[config.mk]
export PLATFORM = sky130hd
export DESIGN_NAME = alu_arbiter
export DESIGN_NICKNAME = d
export VERILOG_FILES = /design/src/rtl/alu_pkg.sv /design/src/rtl/rr_pick.sv /design/src/rtl/alu_arbiter.sv
export SDC_FILE = /design/constraint.sdc
export NUM_CORES = 1
export LEC_CHECK = 0
export ABC_AREA = 1
export BUFFER_PORTS_ARGS = -buffer_cell sky130_fd_sc_hd__clkbuf_2
export CAP_MARGIN = 10
export CORE_MARGIN = 1.5
export CORE_UTILIZATION = 45
export DETAILED_ROUTE_END_ITERATION = 7
export PLACE_DENSITY = 0.77
export SLEW_MARGIN = 5
export SYNTH_ARGS = -nofsm -noshare
export SYNTH_HDL_FRONTEND = slang
export SYNTH_HIERARCHICAL = 1
export SYNTH_SLANG_ARGS = --single-unit
[constraint.sdc]
create_clock -name clk -period 1.9 [get_ports clk]
set_input_delay 0.095 -clock clk [delete_from_list [all_inputs] [get_ports clk]]
set_output_delay 0.095 -clock clk [all_outputs]
set_load 0.1 [all_outputs]
[src/rtl/alu_pkg.sv]
// alu_pkg: ALU opcode constants and arbiter state encoding
package alu_pkg;
  localparam logic [1:0] OP_ADD = 2'b00;
  localparam logic [1:0] OP_MUL = 2'b01;
  localparam logic [1:0] OP_DIV = 2'b10;
  localparam logic [1:0] OP_CMP = 2'b11;
  typedef enum logic [1:0] {IDLE, ISSUE, WAIT, RESP} state_t;
endpackage

[src/rtl/rr_pick.sv]
// rr_pick: combinational round-robin picker, first set request searching upward from ptr_i with wrap
module rr_pick #(
  parameter int N_REQ = 2,
  parameter int IW    = 1
) (
  input  logic [N_REQ-1:0] req_i,
  input  logic [IW-1:0]    ptr_i,
  output logic [N_REQ-1:0] gnt_o,
  output logic [IW-1:0]    idx_o
);
  logic [IW:0]   j;
  logic [IW-1:0] k;
  logic          found;
  always_comb begin
    gnt_o = '0;
    idx_o = '0;
    found = 1'b0;
    j     = '0;
    k     = '0;
    for (int i = 0; i < N_REQ; i++) begin
      j = {1'b0, ptr_i} + (IW+1)'(i);
      k = j >= (IW+1)'(N_REQ) ? IW'(j - (IW+1)'(N_REQ)) : IW'(j);
      if (!found && req_i[k]) begin
        found    = 1'b1;
        gnt_o[k] = 1'b1;
        idx_o    = k;
      end
    end
  end
endmodule

[src/rtl/alu_arbiter.sv]
// alu_arbiter: shares one sequential ALU among N_REQ requesters round-robin,
// with a WAIT timeout that answers with an error if the ALU never finishes.
module alu_arbiter
  import alu_pkg::*;
#(
  parameter int N_REQ   = 2,
  parameter int TIMEOUT = 40,
  parameter int CW      = 6
) (
  input  logic                clk,
  input  logic                nrst,
  input  logic [N_REQ-1:0]    req,
  input  logic [16*N_REQ-1:0] req_opA,
  input  logic [16*N_REQ-1:0] req_opB,
  input  logic [2*N_REQ-1:0]  req_opcode,
  output logic [N_REQ-1:0]    ack,
  output logic [N_REQ-1:0]    rsp_valid,
  output logic [31:0]         rsp_data,
  output logic                rsp_err,
  output logic                busy,
  output logic                alu_en,
  output logic [15:0]         alu_opA,
  output logic [15:0]         alu_opB,
  output logic [1:0]          alu_opcode,
  input  logic [31:0]         alu_res,
  input  logic                alu_done
);
  localparam int IW = N_REQ > 1 ? $clog2(N_REQ) : 1;
  state_t            state_q, state_d;
  logic [IW-1:0]     ptr_q, ptr_d, idx_q, idx_d, pick_idx;
  logic [N_REQ-1:0]  pick_gnt, ack_q, ack_d, rsp_valid_q, rsp_valid_d;
  logic [15:0]       opa_q, opa_d, opb_q, opb_d;
  logic [1:0]        opc_q, opc_d;
  logic [31:0]       data_q, data_d;
  logic [CW-1:0]     cnt_q, cnt_d;
  logic              err_q, err_d, en_q, en_d, first_q, first_d;
  rr_pick #(.N_REQ(N_REQ), .IW(IW)) u_pick (
    .req_i (req),
    .ptr_i (ptr_q),
    .gnt_o (pick_gnt),
    .idx_o (pick_idx)
  );
  always_comb begin
    state_d     = state_q;
    ptr_d       = ptr_q;
    idx_d       = idx_q;
    opa_d       = opa_q;
    opb_d       = opb_q;
    opc_d       = opc_q;
    cnt_d       = cnt_q;
    first_d     = first_q;
    ack_d       = '0;
    rsp_valid_d = '0;
    data_d      = '0;
    err_d       = 1'b0;
    en_d        = 1'b0;
    unique case (state_q)
      IDLE: if (|req) begin
        state_d = ISSUE;
        idx_d   = pick_idx;
        ack_d   = pick_gnt;
        opa_d   = req_opA[{pick_idx, 4'b0} +: 16];
        opb_d   = req_opB[{pick_idx, 4'b0} +: 16];
        opc_d   = req_opcode[{pick_idx, 1'b0} +: 2];
      end
      ISSUE: begin
        state_d = WAIT;
        en_d    = 1'b1;
        cnt_d   = '0;
        first_d = 1'b1;
      end
      // done seen alongside our own en is left over from the previous command
      WAIT: if (first_q) first_d = 1'b0;
      else if (alu_done) begin
        state_d            = RESP;
        data_d             = alu_res;
        rsp_valid_d[idx_q] = 1'b1;
      end else if (cnt_q == CW'(TIMEOUT - 1)) begin
        state_d            = RESP;
        err_d              = 1'b1;
        rsp_valid_d[idx_q] = 1'b1;
      end else cnt_d = cnt_q + 1'b1;
      RESP: begin
        state_d = IDLE;
        ptr_d   = idx_q == IW'(N_REQ - 1) ? '0 : idx_q + 1'b1;
      end
    endcase
  end
  always_ff @(posedge clk or negedge nrst) begin
    if (!nrst) begin
      state_q     <= IDLE;
      ptr_q       <= '0;
      idx_q       <= '0;
      opa_q       <= '0;
      opb_q       <= '0;
      opc_q       <= '0;
      cnt_q       <= '0;
      first_q     <= 1'b0;
      ack_q       <= '0;
      rsp_valid_q <= '0;
      data_q      <= '0;
      err_q       <= 1'b0;
      en_q        <= 1'b0;
    end else begin
      state_q     <= state_d;
      ptr_q       <= ptr_d;
      idx_q       <= idx_d;
      opa_q       <= opa_d;
      opb_q       <= opb_d;
      opc_q       <= opc_d;
      cnt_q       <= cnt_d;
      first_q     <= first_d;
      ack_q       <= ack_d;
      rsp_valid_q <= rsp_valid_d;
      data_q      <= data_d;
      err_q       <= err_d;
      en_q        <= en_d;
    end
  end
  assign ack        = ack_q;
  assign rsp_valid  = rsp_valid_q;
  assign rsp_data   = data_q;
  assign rsp_err    = err_q;
  assign busy       = state_q != IDLE;
  assign alu_en     = en_q;
  assign alu_opA    = opa_q;
  assign alu_opB    = opb_q;
  assign alu_opcode = opc_q;
endmodule

# Word level (Yosys, flattened, before mapping)
# Cells that the tools add are included.
totals:
  reg_bits: 83
  in_bits: 105
  out_inout_bits: 73
op_classes:
  n_addsub: 5
  n_lt_le_gt_ge: 8
  eq_ne: 9
  shift: 3
  mux: 42
  bitwise: 1
  reduce_logical: 12
op_table:
  columns: ["op", "n"]
  rows:
  - ["32-bit 2-to-1 mux", 3]
  - ["32-bit by 6-bit variable part select with 16-bit output", 2]
  - ["2-bit 2-to-1 mux", 12]
  - ["1-bit 2-to-1 mux", 18]
  - ["6-bit 2-to-1 mux", 3]
  - ["6-bit one-hot mux with 2 select lines", 1]
  - ["2-bit inequality test (second input constant)", 4]
  - ["2-bit one-hot mux with 4 select lines", 1]
  - ["6-bit by 1-bit adder with 6-bit output (second input constant)", 1]
  - ["6-bit equality test (second input constant)", 1]
  - ["1-bit by 2-bit < comparator with 1-bit output (second input constant)", 3]
  - ["2-bit equality test (second input constant)", 2]
  - ["1-bit logical AND", 4]
  - ["4-bit AND reduction", 1]
  - ["2-bit nonzero test", 2]
  - ["4-bit by 3-bit variable part select with 2-bit output", 1]
  - ["1-bit demux with 1-bit select", 3]
  - ["1-bit greater-or-equal comparator (second input constant)", 3]
  - ["3-bit inequality test (second input constant)", 1]
  - ["3-bit AND reduction", 1]
  - ["1-bit by 1-bit adder with 2-bit output (second input constant)", 1]
  - ["2-bit by 1-bit equality test with 1-bit output (second input constant)", 1]
  - ["1-bit by 2-bit greater-or-equal comparator with 1-bit output (second input constant)", 1]
  - ["2-bit greater-or-equal comparator (second input constant)", 1]
  - ["8 further kinds", 9]

# Longest topological paths before layout
logic_depth:
  depth_word: 11
  ltp_mapped: 8
  mapped_depth_nobuf: 8

# Hierarchy
# The synthesis kept the hierarchy.
by_module_without_submodules:
  columns: ["mod", "n_inst", "cells_each", "area_per_inst_um2", "seq_area_each_um2"]
  rows:
  - ["alu_arbiter", 1, 386, 3465.8, 2077.0]
  - ["rr_pick", 1, 5, 28.8, 0.0]

# Worst setup path after synthesis
# OpenSTA, ideal clock, no wires.
synth_timing:
  path_kind: "register to register"
  startpoint: "register state_q[0]"
  endpoint: "register opa_q[15] (netlist: alu_opA[15])"
  setup_time_ns: 0.130
  arrival_time_ns: 1.439
  slack_ns: 0.331
  stages_incl_launch_ff: 8
  synth_period_minus_slack_ns: 1.569
  path_cell_list: "dfrtp_1 -> inv_1 -> ha_1 -> inv_2 -> nor2_4 -> buf_4 -> nor2_1 -> a31oi_1"
synth_via:
  elab_chain_cells: 2
synth_lines:
  columns: ["item", "line_no", "text"]
  rows:
  - ["start, declared", "alu_arbiter.sv:29", "state_t state_q, state_d;"]
  - ["start signal, assigned", "alu_arbiter.sv:105", "state_q <= state_d;"]
  - ["2-bit logical NOT", "alu_arbiter.sv:57", "unique case (state_q)"]
  - ["2-bit AND reduction (no line)", null, null]
  - ["end signal, assigned", "alu_arbiter.sv:108", "opa_q <= opa_d;"]
  - ["end, declared", "alu_arbiter.sv:32", "logic [15:0] opa_q, opa_d, opb_q, opb_d;"]
# Every way passes these cells.
# A chain may end at the register's enable or synchronous reset.

# Worst setup path after layout
layout_timing:
  startpoint: "register state_q[0]"
  endpoint: "output busy"
layout_via:
  elab_chain_cells: 1
layout_lines:
  columns: ["item", "line_no", "text"]
  rows:
  - ["2-bit nonzero test", "alu_arbiter.sv:124", "assign busy = state_q != IDLE;"]
  - ["end, declared", "alu_arbiter.sv:20", "output logic busy,"]
# Every way passes these cells.

==> reports/results.ini <==
[floorplanning]
fp.dieH_microns = 91.13
die_area_sq_um = 8304
core_sq_um = 7370
dieWidth_microns = 91.13
initial_core_util_pct = 47.42
num_rows = 31
ios = 178

[global_route]
overflow = 0
grt_max_degree = 72
first_global_vias = 3893
track_usage_pct = 29.11
antenna_found_initial = 0
grt_first_pass_wirelength_microns = 18750

[critical_path]
crit_path_end_kind = primary output
cp.required_ns = 1.80
critPathLaunchType = flip-flop
path_class = reg -> out
critical-path-top-delay-family = buffers and inverters
crit_slowest_cell = clkbuf_2
crit_fanout = 4
path_buf_inv = 3
critPathMaxStageDelay_ns = 0.46
worstPathArrival_ns = 1.63
path_cells = inv_1 > ha_1 > inv_2 > clkbuf_2

[cts]
clock-sinks = 83
path_clk_slew_ns = 0.08
cts_root_buf = clkbuf_8
post_cts_resize_count = 0
clk_latency_ns = 0.35
cts_setup_buffers = 0
cts_buffers = 9
cts_tree = built
h-tree-depth = 3
cts.path.max_buffers = 2

[final_layout]
stdcell_count = 764
drive_above_1_share_pct = 32.58
fin_util_pct = 75.91
nFillCells = 471
nets = 769
final_cell_mix = clkbuf_2, nand2_1, dlygate4sd3_1
layout_commonest_cell = clkbuf_2
area_growth_pct = 60.08

[drt]
routed-via-count = 3831
first_pass_iters = 5
route.detailed.drc = 0
first_iter_violations = 179
wl_per_cell_microns = 15.26
wirelength_microns = 11660
ant_nets = 0
via_per_inst = 5.014

[flow_run]
drv_cap = 0

[timing]
fmax_mhz = 578.8
finalHoldViolCount = 0
rsz0062_at_grt = false
layout_worst_path_cycle_share_pct = 90.93
finalCriticalPeriod_ns = 1.728
setup_ws_ns = 0.1724
fin_skew_ns = 0.01589
worstMarginPinSlew_ns = 0.5783
fin_setup_tns_ns = 0
setup_violations = 0
maxSlewViolCount = 0
slew_headroom_pct = 61.61

[logic_synthesis]
synth_cells = 391
avgSynthCellArea_sq_um = 8.938
ys_seq_elements = 83
synth.distinct_cells = 23
synth_area_sq_um = 3495
synth_area_leaders = dfrtp_1, nand2_1, nor2_1
synth_top_area_share_pct = 59.43
ys_warn_count = 6
synth-seq-area-share_pct = 59.43
yosysTopAreaCell = dfrtp_1
synth_nets = 502

[pwr]
finalPower_mw = 9.545
power_density_nw_per_um2 = 1706
p_sw_mw = 5.699
ir_drop_mv = 1.213
switching_share_pct = 59.71
p_seq_share_pct = 27.1
p_int_mw = 3.846
clkPwrFrac_pct = 12.5
power_leakage_nw = 2.938
combinationalPowerShare_pct = 60.4

[place]
dpl_worst_slack_ns = 0.3247
gp_congestion = 0.8127
placement.io_buffers = 177
dpl.hpwl_microns = 6569
dp_cells = 653

[hold_path]
holdCritPathClass = in -> reg

[status]
status = completed

cells by family (layout without fill, tap and decap cells):
family	count (synthesis)	count (layout)	share of synthesized area [%]
AOI/OAI and AO/OA	48	48	8.521
xor gates and xnor gates	1	1	0.2507
adders and majority gates	6	6	2.148
buffers and inverters	38	310	5.120
DFF	83	83	59.43
other	0	2	0
and+or+nand+nor	215	215	24.53
synth_stat cells, drive strengths merged:
cell type and instances:
o21ai 8, or2 1, inv 17, buf 21, nand3 10, nand2 125
o21bai 1, a21oi 3, a22oi 1, a31oi 34, a21boi 1, dfrtp 83
nor2 79, ha 6, xor2 1
stage by stage:
step	hold WS, ns	area (sq um)
finish	0.002938	5594
global placement	0.07167	4473
detailed placement	0.07802	4473
CTS	0.0009349	5589
floorplan	-0.2006	3495
global route	0.01529	5589
metal layers:
metal	vias up	global-route usage, %	part of all wire, %
met5	-	0	0
met4	0	17.58	5.2
met3	53	6.868	7.2
met2	213	49.94	50
met1	1783	32.69	37
li1	1782	-	-
sequential cells by signal (all words and copies together), names as in the netlist, 2 cells and up:
register,cells
state_q,2
rsp_valid,2
cnt_q,6
alu_opB,16
rsp_data,32
alu_opA,16
alu_opcode,2
ack,2
path summary, 6_finish.rpt:
kind	from	to	slack, ns	cells past startpoint
setup / recovery	state_q[0]	busy	0.17	4
hold / removal	req_opcode[2]	alu_opcode[0]	0.003	3
setup reg to reg	ptr_q	alu_opB[5]	0.28	5
hold reg to reg	idx_q	rsp_valid[0]	0.48	1
max in group asynchronous	nrst	rsp_data[25]	0.93	3
min in group asynchronous	nrst	alu_opB[10]	0.24	2
repair_timing:
| action | in CTS | in global routing |
|---|---|---|
| hold buffers | 93 | 0 |
| setup endpoints to repair | 0 | 0 |
| hold endpoints to repair | 98 | 0 |
tightest hold or removal path, stage by stage:
cell,delay [ns]
clkbuf_2,0.08
nand2_1,0.05
a31oi_1,0.08
area by class of cell:
cell class              count  area (sq um)  area share (%)
flip-flops and latches     83          2077           37.13
repair buffers            277          1897           33.91
multi-input cells         270          1242           22.21
clock buffers              10         137.6           2.460
well taps                  99         123.9           2.214
inverters                  17         63.81           1.141
clock inverters             6         47.55          0.8499
diodes                      2         5.005         0.08947
power groups by stage:
stage,sequential [mW],clock [mW],combinational (mW)
floorplan,5.86,0,1.31
global route,2.65,1.29,6.03
finish,2.59,1.19,5.76
detailed placement,2.60,0,5.55
CTS,2.56,1.21,5.71
global placement,2.57,0,5.49
No activity file was read; power rests on OpenSTA's default activity.
